$ cat src/rtl/instruction_fetch_unit_pkg.sv
// Shared types and constants for the instruction fetch unit.
// FSM state encoding, PC increment, NOP and default halt encodings.
package instruction_fetch_unit_pkg;

  typedef enum logic [1:0] {
    ST_BOOT   = 2'd0,
    ST_RUN    = 2'd1,
    ST_HALTED = 2'd2
  } ifu_state_e;

  localparam logic [31:0] PC_INCR           = 32'd4;
  localparam logic [31:0] NOP_WORD          = 32'h0000_0000;
  localparam logic [31:0] DEFAULT_HALT_WORD = 32'hFFFF_FFFF;

endpackage

$ cat src/rtl/instruction_fetch_unit_pc_reg.sv
// Program counter register with next-PC selection (redirect > increment > hold),
// word alignment of redirect targets and wrap modulo the instruction memory span.
module ifu_pc_reg
  import instruction_fetch_unit_pkg::*;
#(
  parameter logic [31:0] RESET_PC   = 32'h0000_0000,
  parameter int          IMEM_WORDS = 128
) (
  input  logic        Clk,
  input  logic        Rst,
  input  logic        load_i,
  input  logic        inc_i,
  input  logic [31:0] target_i,
  output logic [31:0] pc_o,
  output logic [31:0] pc_plus4_o
);

  localparam logic [31:0] SPAN = 32'(IMEM_WORDS) * PC_INCR;

  function automatic logic [31:0] wrap_addr(input logic [31:0] a);
    return a % SPAN;
  endfunction

  logic [31:0] pc_q, pc_d;

  assign pc_o       = pc_q;
  // Unwrapped sum; the IF/ID stage records this value as-is.
  assign pc_plus4_o = pc_q + PC_INCR;

  always_comb begin
    pc_d = pc_q;
    if (load_i)
      pc_d = wrap_addr(target_i & ~32'h0000_0003);
    else if (inc_i)
      pc_d = wrap_addr(pc_plus4_o);
  end

  always_ff @(posedge Clk or negedge Rst) begin
    if (!Rst) pc_q <= RESET_PC;
    else      pc_q <= pc_d;
  end

endmodule

$ cat src/rtl/instruction_fetch_unit.sv
// Fetch stage: BOOT/RUN/HALTED control, IF/ID register, stall/flush/redirect handling.
// Optional performance counters are built when IFU_PERF_CNT_EN is defined.
module instruction_fetch_unit
  import instruction_fetch_unit_pkg::*;
#(
  parameter logic [31:0] RESET_PC   = 32'h0000_0000,
  parameter int          IMEM_WORDS = 128,
  parameter logic [31:0] HALT_WORD  = DEFAULT_HALT_WORD
) (
  input  logic        Clk,
  input  logic        Rst,
  input  logic        Stall,
  input  logic        Flush,
  input  logic        PCSrc,
  input  logic [31:0] BranchTarget,
  output logic [31:0] ImemAddr,
  input  logic [31:0] ImemData,
  output logic [31:0] Instruction,
  output logic [31:0] PCPlus4,
  output logic        InstrValid,
  output logic        Halted
`ifdef IFU_PERF_CNT_EN
  ,
  output logic [31:0] FetchCount,
  output logic [31:0] BubbleCount
`endif
);

  ifu_state_e  state_q, state_d;
  logic [31:0] instr_q, instr_d;
  logic [31:0] pcp4_q, pcp4_d;
  logic        vld_q, vld_d;
  logic        pc_load, pc_inc, capture, bubble;
  logic [31:0] pc, pc_plus4;

  ifu_pc_reg #(
    .RESET_PC   (RESET_PC),
    .IMEM_WORDS (IMEM_WORDS)
  ) u_pc (
    .Clk        (Clk),
    .Rst        (Rst),
    .load_i     (pc_load),
    .inc_i      (pc_inc),
    .target_i   (BranchTarget),
    .pc_o       (pc),
    .pc_plus4_o (pc_plus4)
  );

  always_comb begin
    state_d = state_q;
    instr_d = instr_q;
    pcp4_d  = pcp4_q;
    vld_d   = vld_q;
    pc_load = 1'b0;
    pc_inc  = 1'b0;
    capture = 1'b0;
    bubble  = 1'b0;
    unique case (state_q)
      ST_BOOT: state_d = ST_RUN;
      ST_RUN: begin
        bubble = PCSrc | Flush | Stall;
        if (PCSrc) begin
          pc_load = 1'b1;
          vld_d   = 1'b0;
        end else if (Flush) begin
          vld_d   = 1'b0;
          pc_inc  = ~Stall;
        end else if (!Stall) begin
          capture = 1'b1;
          instr_d = ImemData;
          pcp4_d  = pc_plus4;
          vld_d   = 1'b1;
          // The halt word is still delivered downstream, but the PC parks on it.
          if (ImemData == HALT_WORD) state_d = ST_HALTED;
          else                       pc_inc  = 1'b1;
        end
      end
      ST_HALTED: begin
        vld_d = 1'b0;
        if (PCSrc) begin
          pc_load = 1'b1;
          state_d = ST_RUN;
        end
      end
      default: state_d = ST_BOOT;
    endcase
  end

  always_ff @(posedge Clk or negedge Rst) begin
    if (!Rst) begin
      state_q <= ST_BOOT;
      instr_q <= NOP_WORD;
      pcp4_q  <= 32'h0;
      vld_q   <= 1'b0;
    end else begin
      state_q <= state_d;
      instr_q <= instr_d;
      pcp4_q  <= pcp4_d;
      vld_q   <= vld_d;
    end
  end

  assign ImemAddr    = pc;
  assign Instruction = instr_q;
  assign PCPlus4     = pcp4_q;
  assign InstrValid  = vld_q;
  assign Halted      = (state_q == ST_HALTED);

`ifdef IFU_PERF_CNT_EN
  function automatic logic [31:0] sat_inc(input logic [31:0] v);
    return (v == 32'hFFFF_FFFF) ? v : v + 32'd1;
  endfunction

  logic [31:0] fetch_cnt_q, bubble_cnt_q;

  always_ff @(posedge Clk or negedge Rst) begin
    if (!Rst) begin
      fetch_cnt_q  <= 32'h0;
      bubble_cnt_q <= 32'h0;
    end else begin
      if (capture) fetch_cnt_q  <= sat_inc(fetch_cnt_q);
      if (bubble)  bubble_cnt_q <= sat_inc(bubble_cnt_q);
    end
  end

  assign FetchCount  = fetch_cnt_q;
  assign BubbleCount = bubble_cnt_q;
`else
  logic unused_cnt;
  assign unused_cnt = capture ^ bubble;
`endif

endmodule

$ cat config.mk
export PLATFORM = sky130hd
export DESIGN_NAME = instruction_fetch_unit
export DESIGN_NICKNAME = d
export VERILOG_FILES = /design/src/rtl/instruction_fetch_unit_pkg.sv /design/src/rtl/instruction_fetch_unit_pc_reg.sv /design/src/rtl/instruction_fetch_unit.sv
export SDC_FILE = /design/constraint.sdc
export NUM_CORES = 1
export LEC_CHECK = 0
export BUFFER_PORTS_ARGS = -buffer_cell sky130_fd_sc_hd__buf_4
export CORE_UTILIZATION = 35
export DETAILED_ROUTE_END_ITERATION = 7
export PLACE_DENSITY = 0.69
export REMOVE_ABC_BUFFERS = 1
export SYNTH_ARGS = -nofsm -noshare
export SYNTH_HDL_FRONTEND = slang
export SYNTH_SLANG_ARGS = --single-unit
$ cat constraint.sdc
create_clock -name Clk -period 2 [get_ports Clk]
set_input_delay 0.2 -clock Clk [delete_from_list [all_inputs] [get_ports Clk]]
set_output_delay 0.2 -clock Clk [all_outputs]
set_load 0.01 [all_outputs]
Word level (Yosys, flattened, before mapping)
Cells that the tools add are included.
- register bits: 99
- output and inout port bits: 98
- muxes and demuxes: 19
- $add $sub $neg: 1
- reductions and logical operators: 7
- bitwise operators: 3
- equal/unequal tests: 9
- operators with widths (kind ; number):
    $mux W32 ; 2
    $add A32 B3 Y32 const B ; 1
    $eq A32 B32 Y1 const B ; 1
    $mux W1 ; 10
    $mux W2 ; 5
    $ne A2 B2 Y1 const B ; 5
    $pmux W2 S3 ; 1
    $reduce_and A5 Y1 ; 1
    $ne A4 B4 Y1 const B ; 1
    $reduce_and A4 Y1 ; 1
    $reduce_bool A2 Y1 ; 2
    $not A1 Y1 ; 3
    $eq A2 B1 Y1 const B ; 1
    $eq A2 B2 Y1 const B ; 1
    $logic_not A2 Y1 ; 1
    $pmux W1 S2 ; 1
    $reduce_and A2 Y1 ; 1
    $reduce_or A2 Y1 ; 1

Depth between registers and ports, before layout
Gate-level depths: netlist of the first run.
- depth after elaboration: 8
- gate-level depth with buffers: 7
- mapped depth without buffers: 6

Cells and area by module
Synthesis of the first run repeated with hierarchy kept, for this count alone.
- cell total of the unflattened synthesis: 290
- area total of the unflattened synthesis: 3628.5 sq um
- by module, submodules not included (module ; cells an instance ; instances ; sequential area each (sq um) ; area each (sq um)):
    instruction_fetch_unit ; 187 ; 1 ; 1676.6 ; 2797.7
    ifu_pc_reg ; 103 ; 1 ; 175.2 ; 830.8

Worst setup path after synthesis of the first run
OpenSTA, ideal clock, no wires.
- path kind: flip-flop to flip-flop
- start: register state_q[1]
- end: register u_pc.pc_q[5], in the netlist u_pc.pc_o[5]
- library setup time: 124 ps
- buffers on the path: 0
- cell stages (with the launch flop): 7
- data arrival time: 1694 ps
- slack: 182 ps
- period minus slack after synthesis: 1818 ps
- path through: dfrtp_1 inv_1 ha_1 or3b_1 a31oi_4 a21boi_0 o31a_1
- longest elaborated chain between the ends: 4
- elaborated cells on any way between the ends: 7
- ends and longest elaborated chain (item ; line ; text):
    from (decl) ; instruction_fetch_unit.sv:29 ; ifu_state_e state_q, state_d;
    from (signal assigned) ; instruction_fetch_unit.sv:96 ; state_q <= state_d;
    $eq A2 B2 Y1 or $eq A2 B1 Y1 (tied branches) ; instruction_fetch_unit.sv:58 ; unique case (state_q)
    $reduce_or A2 Y1 (no line) ; n/a ;
    $mux W1 ; n/a ;
    $mux W32 or $reduce_bool A2 Y1 (tied branches) ; n/a ;
    to (signal assigned) ; instruction_fetch_unit_pc_reg.sv:40 ; else pc_q <= pc_d;
    to (decl) ; instruction_fetch_unit_pc_reg.sv:24 ; logic [31:0] pc_q, pc_d;
Several ways; a longest one is shown, not always the timed one.
A chain may end at the register's enable or synchronous reset.

Worst setup path after layout of the first run
Ends and elaborated chain as after synthesis.

==> flow_summary.json, run 1 <==
{
  "fillers": 711,
  "synth-compound-area-share_pct": 7.03,
  "grt_pass1_vias": 2008,
  "ys_top_cells_by_area": "dfrtp_1 48%, nand2_1 16%, buf_4 14%",
  "synthArstFlopShare_pct": 100,
  "drive_gt1_share_pct": 28.1,
  "holdCritPathClass": "primary input to flip-flop",
  "peakVddDrop_mv": 0.285,
  "coreArea_um2": 7250,
  "synth_edf_count": 0,
  "ant_nets": 0,
  "post_drt_wl_per_cell_um": 11.7,
  "grt_max_degree": 51,
  "start_util_pct": 36.3,
  "min_period_over_period_pct": 91.7,
  "yosys.area.top_type_share_pct": 47.5,
  "gp_congestion": 0.759,
  "wl_um": 5760,
  "finalSetupTns_ns": 0,
  "end_kind": "flip-flop",
  "worst-path-buf-inv": 1,
  "cts_max_level": 2,
  "syn_inst": 295,
  "crit_chain": "inv_1 -> ha_1 -> or3b_1 -> a31oi_4 -> a21boi_0 -> o31a_1",
  "fmax_mhz": 545,
  "setup-violations-final": 0,
  "dieArea_um2": 7880,
  "ys.flop_type": "dfrtp_1",
  "ys_top_cells_by_count": "112 x nand2_1, 50 x dfrtp_1, 49 x buf_4",
  "rows": 31,
  "dr.pass1.iters": 4,
  "viasPerCell": 4.33,
  "yosysTopAreaCell": "dfrtp_1",
  "overflow": 0,
  "yosys.cell_count.top_type": "nand2_1",
  "vias": 2126,
  "rsz0062_at_grt": "no",
  "synth_seq_cells": 50,
  "slowest_delay_ns": 0.42,
  "dp_hpwl_um": 4280,
  "final_nets": 466,
  "synth_top_family_by_area": "simple AND/OR/NAND/NOR gates",
  "pin_count": 167,
  "die_x_um": 88.7,
  "yosys.area_share.simple_pct": 23.9,
  "tightestPinTransition_ns": 0.627,
  "hold_violations": 0,
  "fin_crit_ns": 1.83,
  "status": "complete, no violations",
  "drv_cap": 0,
  "p_leak_nw": 1.83,
  "clock_latency_ns": 0.30,
  "cts-root-buf": "clkbuf_8",
  "slew_viol_final": 0,
  "final_util_pct": 46.4,
  "seq_area_um2": 1250,
  "dp_slack_ns": 0.159,
  "area_growth_syn_to_layout_pct": 27.8,
  "path_max_fanout": 8,
  "ys.warnings.count": 0,
  "setup_ws_ns": 0.165,
  "required_ns": 2.19,
  "drt_iter0_markers": 64,
  "crit_arrival_ns": 2.02,
  "antenna_cells": 0,
  "finClkSkew_ns": 0.00434,
  "critical_path_class": "flip-flop to flip-flop",
  "syn_area_per_cell_um2": 8.93,
  "port-buffer-count": 92,
  "synth-xor-area-share_pct": 2.66,
  "muxShareOfSynthArea_pct": 0.380,
  "numCtsBuffers": 5,
  "drc": 0,
  "crit_slowest_cell": "dfrtp_1",
  "relSlewSlack_pct": 58.2,
  "yosysSeqAreaShare_pct": 47.5,
  "multi_input_area_um2": 1140,
  "grtUsageTotal_pct": 15.5,
  "power.density_nw_per_um2": 760,
  "synth_fa_ha_area_share_pct": 2.38,
  "ctsLongestPathBuffers": 2,
  "cpLargestDelayFamily": "compound AO/OA/AOI/OAI gates",
  "startpoint_type": "flip-flop",
  "clkSinkCount": 50,
  "syn_area_um2": 2630,
  "synth_cell_types": 39,
  "clk_pin_slew_worst_paths_ns": 0.09,
  "grt_pass1_wl_um": 9290,
  "cts_tree": "done",
  "die_y_um": 88.7,
  "antenna_found_initial": 0
}
-- stage by stage --
step | hold WS [ns] | power (mW) | area, µm² | cells
2_1_floorplan | -0.0956 | 1.60 | 2410 | 285
3_3_place_gp | 0.267 | 2.00 | 3260 | 481
3_5_place_dp | 0.275 | 2.02 | 3260 | 481
4_1_cts | 0.0833 | 2.59 | 3350 | 489
5_1_grt | 0.0795 | 2.73 | 3370 | 491
6_report | 0.0956 | 2.56 | 3370 | 491
-- routing by layer --
metal	part of all wire, %	GRT usage, %	vias up
met5	0	0	-
met1	42	18.6	1006
met2	51	27.6	71
met3	5.9	4.10	6
met4	0.83	3.52	0
li1	-	-	1043
-- worst paths after layout --
kind	start	to	slack [ns]	depth (start not counted)
hold / removal	ImemData[6]	Instruction[6]	0.1	3
min in group asynchronous	Rst	Instruction[17]	0.47	2
max in group asynchronous	Rst	state_q[0]	1.12	2
setup / recovery	state_q[1]	u_pc.pc_o[5]	0.17	6
setup reg to reg	state_q[1]	u_pc.pc_o[5]	0.17	6
hold reg to reg	Instruction[16]	Instruction[16]	0.48	2
-- final cells by class --
cell class / instances / area share, %
clock buffers: 7 / 2.27
inverters: 5 / 0.558
multi-input cells: 230 / 33.9
flip-flops and latches: 50 / 37.2
well taps: 99 / 3.68
repair buffers: 100 / 22.4
-- placed cells by master, fill, tap and decap left out, drive strengths merged, types with 4 or more instances in the layout --
master,n
xnor2,6
o21ai,11
nand3,4
inv,5
ha,5
nand4,8
conb,49
dfrtp,50
clkbuf,7
nand2,112
buf,99
-- flip-flops by register name (all words and copies together) (netlist names) --
signal and count:
u_pc.pc_o 7, PCPlus4 8, Instruction 32, state_q 2, InstrValid 1
-- worst reg2reg max path, delay by kind of cell (launching register included) --
kind / cells / cell delay [ns]
fa+ha+maj: 1 / 0.16
buf+inv: 1 / 0.10
compound gates: 3 / 0.63
simple gates: 1 / 0.42
flops: 1 / 0.42
-- power by group --
part	switching (mW)	total [mW]	internal [mW]	leakage [nW]
sequential	0.107	1.28	1.18	0.616
clock	0.319	0.561	0.242	0.0383
combinational	0.357	0.714	0.356	1.17
-- cell families (layout without fill, tap and decap cells) --
logic type,after synthesis,after routing
DFF,50,50
adders and majority gates,5,5
xor gates and xnor gates,8,8
AOI/OAI and AO/OA,26,26
muxes,1,1
and+or+nand+nor,141,141
buffers and inverters,63,112
other,1,49
-- timing repair --
item / CTS / global route
setup buffers: 0 / 2
resized for setup: 0 / 0
hold buffers: 1 / 0
endpoints found under the setup margin: 0 / 1
hold endpoints to repair: 50 / 0
No activity file was read; power rests on OpenSTA's default activity.
==> inputs of run 2 (changes only) <==
Settings changed: CORE_UTILIZATION 35 to 24, PLACE_DENSITY 0.69 to 0.51.
==> run 2 against run 1 <==
  * Die area is 45% higher
  * Setup slack worse by 0.019 ns
  * Routed wire length rose by 8.0%
  * Critical path depth is the same
  * Total power grew 2.7%
  * Non-clock buffer count down 1
  * Register-to-register slack got worse by 0.02 ns
  * First-iteration DRC count is 14% lower
  * Via count is 0.14% lower
  * Sequential share of layout area fell by 0.62 points
  * Combinational power about the same
  * Clock power is 13% higher
  * Highest routed layer unchanged
==> flow_summary.json, run 2 (synthesis gave the netlist of run 1 again) <==
{
  "critical_path_class": "flip-flop to flip-flop",
  "clock_latency_ns": 0.31,
  "internal_power_mw": 1.81,
  "finalSetupTns_ns": 0,
  "setup_ws_ns": 0.146,
  "rows": 37,
  "p_leak_nw": 1.83,
  "tightestPinTransition_ns": 0.660,
  "clk_pin_slew_worst_paths_ns": 0.10,
  "ctsLongestPathBuffers": 2,
  "viasPerCell": 4.02,
  "end_kind": "flip-flop",
  "final_nets": 465,
  "die_x_um": 107,
  "pin_count": 167,
  "hold_violations": 0,
  "port-buffer-count": 92,
  "p_sw_mw": 0.818,
  "path_max_fanout": 9,
  "drt_iter0_markers": 55,
  "drive_gt1_share_pct": 28.6,
  "numCtsBuffers": 5,
  "start_util_pct": 25.2,
  "die_y_um": 107,
  "coreArea_um2": 10500,
  "required_ns": 2.20,
  "grtUsageTotal_pct": 11.3,
  "overflow": 0,
  "largest_register_ffs": 32,
  "swShare_pct": 31.2,
  "holdCritPathClass": "primary input to flip-flop",
  "cts-root-buf": "clkbuf_8",
  "wl_um": 6220,
  "dp_hpwl_um": 4670,
  "relSlewSlack_pct": 56.0,
  "antenna_cells": 0,
  "vias": 2123,
  "finClkSkew_ns": 0.0150,
  "cts_max_level": 2,
  "status": "complete, no violations",
  "power.density_nw_per_um2": 767,
  "drv_cap": 0,
  "dr.pass1.iters": 6,
  "fmax_mhz": 539,
  "p_seq_share_pct": 48.7,
  "min_period_over_period_pct": 92.7,
  "cts.repair.resized": 0,
  "slew_viol_final": 0,
  "final_common_cell": "nand2_1",
  "fin_crit_ns": 1.85,
  "crit_arrival_ns": 2.05,
  "most-common-layout-cells": "112 x nand2_1, 98 x buf_4, 50 x dfrtp_1",
  "post_drt_wl_per_cell_um": 11.8,
  "grt_max_degree": 51,
  "rsz0062_at_grt": "no",
  "grt_pass1_vias": 2036,
  "dp_slack_ns": 0.153,
  "power.share.clock_pct": 24.1,
  "grt_pass1_wl_um": 10100,
  "gp_congestion": 0.699,
  "drc": 0,
  "antenna_found_initial": 0,
  "peakVddDrop_mv": 0.260,
  "dieArea_um2": 11400,
  "area_growth_syn_to_layout_pct": 30.0,
  "setup-violations-final": 0,
  "clkSinkCount": 50,
  "startpoint_type": "flip-flop",
  "cts_tree": "done",
  "p_comb_share_pct": 27.1,
  "ant_nets": 0
}
-- run 2: cell types whose count changed in the layout (fill, tap and decap cells not counted) --
cell and delta:
buf_4 -1, clkbuf_1 -2, clkbuf_8 +1, clkinv_2 +1, clkinvlp_4 +1
-- run 2: worst paths after layout --
path | start | end | slack, ns | cells past startpoint
min reg2reg | Instruction[0] | Instruction[0] | 0.48 | 2
min | ImemData[10] | Instruction[10] | 0.08 | 3
max | state_q[1] | u_pc.pc_o[5] | 0.15 | 6
max reg2reg | state_q[1] | u_pc.pc_o[5] | 0.15 | 6
min in group asynchronous | Rst | Instruction[27] | 0.47 | 2
max in group asynchronous | Rst | Instruction[12] | 1.09 | 2
-- run 2: worst max-delay path, cell delays in order (launching register included) --
cell and delay (ns):
dfrtp_1 0.42, inv_1 0.09, ha_1 0.16, or3b_1 0.42, a31oi_4 0.29, a21boi_0 0.14, o31a_1 0.24
-- run 2: power by group through the flow --
stage | sequential, mW | clock (mW) | combinational [mW]
after floorplan | 1.37 | 0 | 0.228
after global placement | 1.30 | 0 | 0.722
after detailed placement | 1.30 | 0 | 0.727
after CTS | 1.28 | 0.675 | 0.728
after global routing | 1.30 | 0.713 | 0.801
final | 1.28 | 0.634 | 0.713
-- run 2: timing repair --
| item | in CTS | in global routing |
|---|---|---|
| hold endpoints to repair | 50 | 0 |
| hold buffers | 1 | 0 |
| buffers inserted | 0 | 0 |
-- run 2: final cells by class --
type | instances | area, µm²
timing repair buffer | 99 | 746
inverter | 5 | 18.8
sequential | 50 | 1250
clock buffer | 6 | 82.6
tap | 136 | 170
multi-input combinational | 230 | 1140
fill | 1138 | 7040
clock inverter | 2 | 12.5
-- run 2: per-stage QoR --
step	cell area (µm²)	total power, mW	instances	util (%)	hold WS (ns)
floorplan	2410	1.60	285	-	-0.0956
global placement	3320	2.02	519	31.7	0.297
detailed placement	3320	2.03	519	31.7	0.293
CTS	3420	2.69	528	32.7	0.0687
global route	3420	2.82	528	32.7	0.0723
finish	3420	2.63	528	32.7	0.0840
-- run 2: per-layer routing --
| layer | GRT usage (%) | wire (µm) | up-vias |
|---|---|---|---|
| li1 | - | - | 1044 |
| met4 | 3.23 | 60 | 0 |
| met5 | 0 | 0 | - |
| met1 | 14.1 | 2850 | 988 |
| met2 | 19.0 | 2910 | 84 |
| met3 | 3.10 | 403 | 7 |
==> inputs of run 3 (changes only) <==
Settings changed: CELL_PAD_IN_SITES_DETAIL_PLACEMENT set to 1, CELL_PAD_IN_SITES_GLOBAL_PLACEMENT set to 2, CORE_UTILIZATION 24 to 23, PLACE_DENSITY 0.51 to 0.82.
==> run 3 against run 2 <==
  * Sequential share of layout area is 0.89 points lower
  * Clock-buffer cell count is 1 higher
  * Critical path depth stayed put
  * Combinational power is 2% higher
  * Cell count is 1.1% higher
  * Highest routed layer unchanged
  * Largest cell class unchanged
==> flow_summary.json, run 3 (synthesis gave the netlist of run 1 again) <==
{
  "rows": 38,
  "wl_um": 6740,
  "critical_path_class": "flip-flop to flip-flop",
  "peakVddDrop_mv": 0.335,
  "drc": 0,
  "fin_crit_ns": 1.83,
  "die_x_um": 109,
  "power.density_nw_per_um2": 820,
  "clkSinkCount": 50,
  "port-buffer-count": 92,
  "met3_length_um": 564,
  "dp_hpwl_um": 5140,
  "drv_cap": 0,
  "hold_slack_ns": 0.113,
  "vias": 2178,
  "dp_slack_ns": 0.0771,
  "grtUsageTotal_pct": 11.6,
  "finalSetupTns_ns": 0,
  "cts.repair.resized": 0,
  "path_max_fanout": 5,
  "final_common_cell": "nand2_1",
  "crit_arrival_ns": 2.01,
  "antenna_found_initial": 0,
  "rsz0062_at_grt": "no",
  "holdPathStages": 3,
  "ctsLongestPathBuffers": 2,
  "p_leak_nw": 1.87,
  "grt_pass1_wl_um": 10600,
  "hold_violations": 0,
  "clk_pin_slew_worst_paths_ns": 0.07,
  "setup_ws_ns": 0.168,
  "cts_tree": "done",
  "clock_latency_ns": 0.28,
  "dieArea_um2": 11900,
  "grt_pass1_vias": 2170,
  "cts-root-buf": "clkbuf_16",
  "start_util_pct": 24.0,
  "startpoint_type": "flip-flop",
  "drt_iter0_markers": 41,
  "drive_gt1_share_pct": 28.7,
  "finClkSkew_ns": 0.00789,
  "status": "complete, no violations",
  "top_layer_used": "met4",
  "antenna_cells": 0,
  "die_y_um": 109,
  "drt-met1-wl_um": 2720,
  "dr_wl_met2_um": 3420,
  "largest_register_ffs": 32,
  "fmax_mhz": 546,
  "tightestPinTransition_ns": 0.678,
  "end_kind": "flip-flop",
  "pin_count": 167,
  "numCtsBuffers": 5,
  "holdCritPathClass": "primary input to flip-flop",
  "required_ns": 2.17,
  "reg2regPathDepth": 6,
  "viasPerCell": 4.08,
  "grt_max_degree": 51,
  "area_growth_syn_to_layout_pct": 33.2,
  "dr.pass1.iters": 4,
  "overflow": 0,
  "ant_nets": 0,
  "min_period_over_period_pct": 91.6,
  "rrSetupSlack_ns": 0.17,
  "post_drt_wl_per_cell_um": 12.6,
  "gp_congestion": 0.722,
  "relSlewSlack_pct": 54.8,
  "slew_viol_final": 0,
  "coreArea_um2": 11000,
  "cts_max_level": 2,
  "most-common-layout-cells": "112 x nand2_1, 99 x buf_4, 50 x dfrtp_1",
  "setup-violations-final": 0,
  "final_nets": 467
}
==> run 3: cell types whose count changed in the layout (fill, tap and decap cells not counted) <==
cell,before,now
clkbuf_8,6,1
clkbuf_1,0,1
buf_12,0,1
clkbuf_16,0,5
buf_4,98,99
clkinvlp_4,1,0
==> run 3: through the flow <==
step	instances	instance area, µm²	utilization, %	power (mW)
global route	534	3510	31.9	3.07
detailed placement	523	3340	30.4	2.04
finish	534	3510	31.9	2.88
floorplan	285	2410	-	1.60
global placement	523	3340	30.4	2.02
CTS	532	3490	31.8	2.94
==> run 3: layout make-up <==
class | instances | area, µm²
Clock buffer | 7 | 143
Clock inverter | 1 | 5.00
Fill cell | 1312 | 7470
Inverter | 5 | 18.8
Multi-Input combinational cell | 230 | 1140
Sequential cell | 50 | 1250
Tap cell | 140 | 175
Timing Repair Buffer | 101 | 773
==> run 3: final timing paths <==
| check | start | to |
|---|---|---|
| worst min-delay path | ImemData[6] | Instruction[6] |
| worst min register to register | Instruction[20] | Instruction[20] |
| min in group asynchronous | Rst | PCPlus4[6] |
| max in group asynchronous | Rst | Instruction[7] |
| worst max-delay path | state_q[1] | u_pc.pc_o[5] |
| worst max register to register | state_q[1] | u_pc.pc_o[5] |
==> run 3: worst max-delay path: stages (launching register included) <==
cell and delay (ns):
dfrtp_1 0.41, inv_1 0.10, ha_1 0.17, or3b_1 0.43, a31oi_4 0.24, a21boi_0 0.12
o31a_1 0.25
==> run 3: power breakdown <==
| group | switching, mW | internal [mW] | leakage [nW] |
|---|---|---|---|
| sequential | 0.105 | 1.18 | 0.616 |
| combinational | 0.368 | 0.358 | 1.18 |
| clock | 0.371 | 0.497 | 0.0739 |
| total | 0.845 | 2.03 | 1.87 |
==> run 3: timing repair <==
item / CTS / global route
endpoints found under the hold margin: 50 / 0
setup endpoints to repair: 0 / 1
hold buffers: 1 / 0
buffers inserted: 0 / 2
==> run 3: metal layers <==
layer  track usage, %  vias up
met3             3.77        2
met5                0        -
met2             20.8       85
met4             2.61        0
li1                 -     1046
met1             13.2     1045
